### config.mk
export PLATFORM = sky130hd
export DESIGN_NAME = hl_uart_rx
export DESIGN_NICKNAME = d
export VERILOG_FILES = /design/src/rtl/hl_uart_pkg.sv /design/src/rtl/hl_sync2.sv /design/src/rtl/hl_uart_rx.sv
export SDC_FILE = /design/constraint.sdc
export NUM_CORES = 1
export LEC_CHECK = 0
export CAP_MARGIN = 20
export CORE_MARGIN = 3
export CORE_UTILIZATION = 55
export DETAILED_ROUTE_END_ITERATION = 8
export PLACE_DENSITY = 0.88
export SLEW_MARGIN = 15
export SYNTH_ARGS = -nofsm -noshare
export SYNTH_HDL_FRONTEND = slang
export SYNTH_SLANG_ARGS = --single-unit
### constraint.sdc
create_clock -name clk -period 2.5 [get_ports clk]
set_input_delay 0.625 -clock clk [delete_from_list [all_inputs] [get_ports clk]]
set_output_delay 0.625 -clock clk [all_outputs]
set_load 0.02 [all_outputs]
### src/rtl/hl_uart_pkg.sv
// Shared UART constants and the receiver state encoding.
package hl_uart_pkg;
    localparam int DEFAULT_CLKS_PER_BIT = 667;  // 76.8 MHz / 115200 baud
    localparam int DATA_BITS            = 8;

    typedef enum logic [2:0] {
        IDLE,
        START,
        DATA,
        STOP,
        WAIT_IDLE
    } rx_state_e;
endpackage

### src/rtl/hl_sync2.sv
// Two-flop synchronizer for an asynchronous level input, with selectable reset value.
module hl_sync2 #(
    parameter logic RST_VAL = 1'b1
) (
    input  logic clk,
    input  logic rst_n,
    input  logic i_d,
    output logic o_q
);
    logic r_ff1;
    logic r_ff2;

    always_ff @(posedge clk or negedge rst_n) begin
        if (!rst_n) begin
            r_ff1 <= RST_VAL;
            r_ff2 <= RST_VAL;
        end else begin
            r_ff1 <= i_d;
            r_ff2 <= r_ff1;
        end
    end

    assign o_q = r_ff2;
endmodule

### src/rtl/hl_uart_rx.sv
// 8N1 UART receiver with a one-entry valid/ready output buffer and
// framing-error, break and overrun reporting.
module hl_uart_rx
    import hl_uart_pkg::*;
#(
    parameter int CLKS_PER_BIT = DEFAULT_CLKS_PER_BIT
) (
    input  logic       clk,
    input  logic       rst_n,
    input  logic       i_uart_rxd,
    output logic [7:0] o_rx_data,
    output logic       o_rx_valid,
    input  logic       i_rx_ready,
    output logic       o_rx_ferr,
    output logic       o_rx_break,
    output logic       o_rx_overrun,
    output logic       o_rx_busy
);
    localparam int               HALF_BIT  = CLKS_PER_BIT / 2;
    localparam int               CNT_W     = $clog2(CLKS_PER_BIT);
    localparam logic [CNT_W-1:0] HALF_LAST = CNT_W'(HALF_BIT - 1);
    localparam logic [CNT_W-1:0] BIT_LAST  = CNT_W'(CLKS_PER_BIT - 1);
    localparam logic [2:0]       LAST_BIT  = 3'(DATA_BITS - 1);

    logic                 w_rxd_s;
    logic                 w_buf_free;
    rx_state_e            r_state, w_state_nx;
    logic [CNT_W-1:0]     r_cnt, w_cnt_nx;
    logic [2:0]           r_bit, w_bit_nx;
    logic [DATA_BITS-1:0] r_shreg, w_shreg_nx;
    logic [DATA_BITS-1:0] r_data, w_data_nx;
    logic                 r_valid, w_valid_nx;
    logic                 r_ferr, w_ferr_nx;
    logic                 r_break, w_break_nx;
    logic                 r_ovr, w_ovr_nx;

    hl_sync2 #(.RST_VAL(1'b1)) u_sync (
        .clk  (clk),
        .rst_n(rst_n),
        .i_d  (i_uart_rxd),
        .o_q  (w_rxd_s)
    );

    // A consumer handshake in the completing cycle frees the slot for the new byte.
    assign w_buf_free = !r_valid || i_rx_ready;

    always_comb begin
        w_state_nx = r_state;
        w_cnt_nx   = r_cnt + CNT_W'(1);
        w_bit_nx   = r_bit;
        w_shreg_nx = r_shreg;
        w_data_nx  = r_data;
        w_valid_nx = r_valid && !i_rx_ready;
        w_ferr_nx  = r_ferr;
        w_break_nx = 1'b0;
        w_ovr_nx   = 1'b0;
        case (r_state)
            IDLE: begin
                w_cnt_nx = '0;
                if (!w_rxd_s) w_state_nx = START;
            end
            START: begin
                if (r_cnt == HALF_LAST) begin
                    w_cnt_nx   = '0;
                    w_bit_nx   = '0;
                    w_state_nx = w_rxd_s ? IDLE : DATA;
                end
            end
            DATA: begin
                if (r_cnt == BIT_LAST) begin
                    w_cnt_nx   = '0;
                    w_shreg_nx = {w_rxd_s, r_shreg[DATA_BITS-1:1]};
                    w_bit_nx   = r_bit + 3'd1;
                    if (r_bit == LAST_BIT) w_state_nx = STOP;
                end
            end
            STOP: begin
                if (r_cnt == BIT_LAST) begin
                    w_cnt_nx = '0;
                    if (w_buf_free) begin
                        w_data_nx  = r_shreg;
                        w_valid_nx = 1'b1;
                        w_ferr_nx  = !w_rxd_s;
                    end else begin
                        w_ovr_nx = 1'b1;
                    end
                    // Low stop bit: wait for the line to recover before hunting again.
                    if (w_rxd_s) begin
                        w_state_nx = IDLE;
                    end else begin
                        w_state_nx = WAIT_IDLE;
                        w_break_nx = (r_shreg == '0);
                    end
                end
            end
            WAIT_IDLE: begin
                w_cnt_nx = '0;
                if (w_rxd_s) w_state_nx = IDLE;
            end
            default: begin
                w_cnt_nx   = '0;
                w_state_nx = IDLE;
            end
        endcase
    end

    always_ff @(posedge clk or negedge rst_n) begin
        if (!rst_n) begin
            r_state <= IDLE;
            r_cnt   <= '0;
            r_bit   <= '0;
            r_shreg <= '0;
            r_data  <= '0;
            r_valid <= 1'b0;
            r_ferr  <= 1'b0;
            r_break <= 1'b0;
            r_ovr   <= 1'b0;
        end else begin
            r_state <= w_state_nx;
            r_cnt   <= w_cnt_nx;
            r_bit   <= w_bit_nx;
            r_shreg <= w_shreg_nx;
            r_data  <= w_data_nx;
            r_valid <= w_valid_nx;
            r_ferr  <= w_ferr_nx;
            r_break <= w_break_nx;
            r_ovr   <= w_ovr_nx;
        end
    end

    assign o_rx_data    = r_data;
    assign o_rx_valid   = r_valid;
    assign o_rx_ferr    = r_ferr;
    assign o_rx_break   = r_break;
    assign o_rx_overrun = r_ovr;
    assign o_rx_busy    = (r_state != IDLE);
endmodule

==> run metrics <==
status=finished, final reports clean; Final setup viols=0; vias in the first global route=1227; area post-placement=0.001976 mm2; clk slew on worst S/H paths=0.11 ns; pre-CTS WS=0.3425 ns; Post-Syn Area=0.001779 mm2; fin crit share=94.35%; critical path capture point type=output port; Synth Register Bits=38; n_diodes=0; register area=953.4 um2; initial antenna violation count=0; Synth Net Count=151; GRT Total Usage=18.34%; Sequential Power Share=63.5%; post_cts resized=0; power share of the combinational group=1.9%; drt total wl=3245 um; Remaining Overflow, GRT=0; post-route ant nets=0; clock skew=0.005453 ns; via count=1160; core area=0.003078 mm2; Pins Over Slew Limit=0; Pint=758.7 uW; startpoint types=flop; top post-synthesis cells by area=dfrtp_1 (51%), mux2_2 (6.3%), mux2_4 (5.9%), ha_1 (3.5%), nor2_1 (3.2%); Std-Cell Rows=20; sequential element share of the synthesized area=53.59%; global-route wire length before repair=5658 um; layout overhead on the synthesized area=14.63%; largest net degree at the start of global routing=39; Ports=17; post-synth top area share=50.63%; fin util=66.26%; worst-path maximum fanout=10; Net Switching=216.3 uW; Leak=0.0009341 uW; Min-Delay Path Class=reg2reg; Final Hold Violating Endpoints=0; setup TNS=0 ns; die width=62.88 um; PortBufs=16; post-route design area=0.002039 mm2; root buf cell=clkbuf_4; Max Clk Rate=424.0 MHz; 1st-iter DRT viols=129; sw frac=22.18%; Initial Utilization=57.80%; multi-input logic area=769.5 um2; die area=0.003953 mm2; min cycle time layout=2.359 ns; r2r setup slk=0.38 ns; CP required=1.88 ns; clock sink count=38; Residual DRC=0; Arr. time, crit path=1.73 ns; CTS max path bufs=2; Worst Setup Slack, final=0.1413 ns; RSZ-0062 raised after global routing=false; clock group share of total power=34.6%; Die H=62.88 um; Power Dens Cells=478.1 mW/mm2; Max-slew headroom=61.46%; H-tree Lvls=2; clock buffer count from CTS=5; RePlAce Congestion=0.8623; Skew-Pair Late Insertion Delay=0.34 ns; cts hold-fix bufs=0; # Max-Cap Violations=0; Layout Nets=173; hpwl dp=2351 um; routed wire length per instance=15.53 um; largest area contributor in the netlist=dfrtp_1; layout cells sized above 1=24.85%; Synth Instances=142; WS Path Type=reg2out; Least-Margin Pin Slew=0.5763 ns; Mapped Avg Cell Area=12.53 um2; Peak supply drop=0.3780 mV; Fill cells=235; TritonCTS clock tree=yes; Yosys warnings=0; DR vias/cell=5.550; Post-CTS Setup Inserts=0; post-synth cell types=37; DR pass1 iterations=4
-- metrics by stage --
stage | std cells | power (uW) | hold slack [ns]
after global placement | 201 | 649.7 | 0.3459
after global routing | 209 | 1018 | 0.3628
after detailed placement | 201 | 650.5 | 0.3497
final | 209 | 975.0 | 0.3576
after floorplan | 142 | 632.0 | 0.3294
after CTS | 209 | 991.1 | 0.3586
-- synthesized netlist by cell type --
cell type  count
and4bb_2       1
or3_1          1
buf_6          3
and3_1         1
mux2i_1        1
and2_1         1
nand3_1        6
or3_2          1
nor2_4         1
nor2b_1        2
ha_1           5
dfrtp_1       36
nand4_4        1
o221a_2        1
nand2_1        8
nor3_1         3
xnor2_1        5
nor4_1         1
nand4_1        4
nor2_1        15
o31a_1         1
a22o_2         2
a21oi_1        2
mux2_4         7
and2b_2        2
a211oi_1       1
o21ai_0        3
inv_1          6
and4bb_4       1
a32oi_2        1
nor3b_1        1
mux2_2        10
dfstp_2        2
nand2b_1       1
nor4bb_1       1
xor2_1         3
nor3_4         1
-- registers in the layout, summed over array words and instances, names as in the netlist --
register,cells
r_bit,3
r_cnt,10
o_rx_valid,1
u_sync.o_q,1
r_state,3
r_shreg,8
o_rx_data,8
o_rx_break,1
o_rx_ferr,1
o_rx_overrun,1
u_sync.r_ff1,1
-- cell usage in the layout, fill, tap and decap left out, types with 2 or more instances in the layout --
cell,synthesis,layout
a22o_2,2,2
nor2b_1,2,2
ha_1,5,5
o21ai_0,3,3
nand2_1,8,8
mux2_4,7,7
mux2_2,10,10
nand3_1,6,6
and2b_2,2,2
nor2_1,15,15
xor2_1,3,3
a21oi_1,2,2
dfrtp_1,36,36
dfstp_2,2,2
xnor2_1,5,5
clkdlybuf4s50_1,0,16
nor3_1,3,3
inv_1,6,6
nand4_1,4,4
buf_4,0,2
clkbuf_4,0,5
-- critical path, stage by stage, from the launching register on --
cell	delay [ns]
dfrtp_1	0.59
inv_1	0.13
nand2_1	0.08
clkdlybuf4s50_1	0.59
-- worst paths after layout --
check	from	end	cells after the start
hold reg to reg	u_sync.r_ff1	u_sync.o_q	0
setup reg to reg	r_cnt[0]	r_cnt[3]	6
setup / recovery	r_state[0]	o_rx_busy	3
min in group asynchronous	rst_n	o_rx_overrun	2
max in group asynchronous	rst_n	u_sync.r_ff1	2
hold / removal	u_sync.r_ff1	u_sync.o_q	0
-- metal layers --
layer  wire length, um  up-vias  part of all wire (%)  GRT usage, %
li1                  -      541                     -             -
met4                68        0                   2.1         8.540
met1              1371      575                    42         21.87
met2              1625       36                    50         30.17
met3               180        8                   5.5         5.576
met5                 0        -                     0             0
-- power groups by stage --
stage | Clock, uW | Sequential [uW] | Combinational [uW]
3_5_place_dp | 0 | 631 | 19.7
3_3_place_gp | 0 | 631 | 18.8
5_1_grt | 376 | 620 | 21.6
2_1_floorplan | 0 | 630 | 1.57
6_report | 337 | 619 | 18.7
4_1_cts | 352 | 619 | 19.7
-- area by class of cell --
class	instances	share of cell area (%)
Clock buffer	6	2.515
Clock inverter	2	0.6135
Inverter	6	1.104
Multi-Input combinational cell	95	37.73
Sequential cell	38	46.75
Tap cell	44	2.699
Timing Repair Buffer	18	8.589
-- kinds of logic (layout without fill, tap and decap cells) --
group / Yosys count / count (layout) / share of synthesized area (%)
xor+xnor: 8 / 8 / 3.938
flops: 38 / 38 / 53.59
fa+ha+maj: 5 / 5 / 3.516
simple gates: 53 / 53 / 18.00
buf+inv: 9 / 32 / 3.164
compound gates: 11 / 11 / 4.993
mux: 18 / 18 / 12.80
No activity file was read; power rests on OpenSTA's default activity.
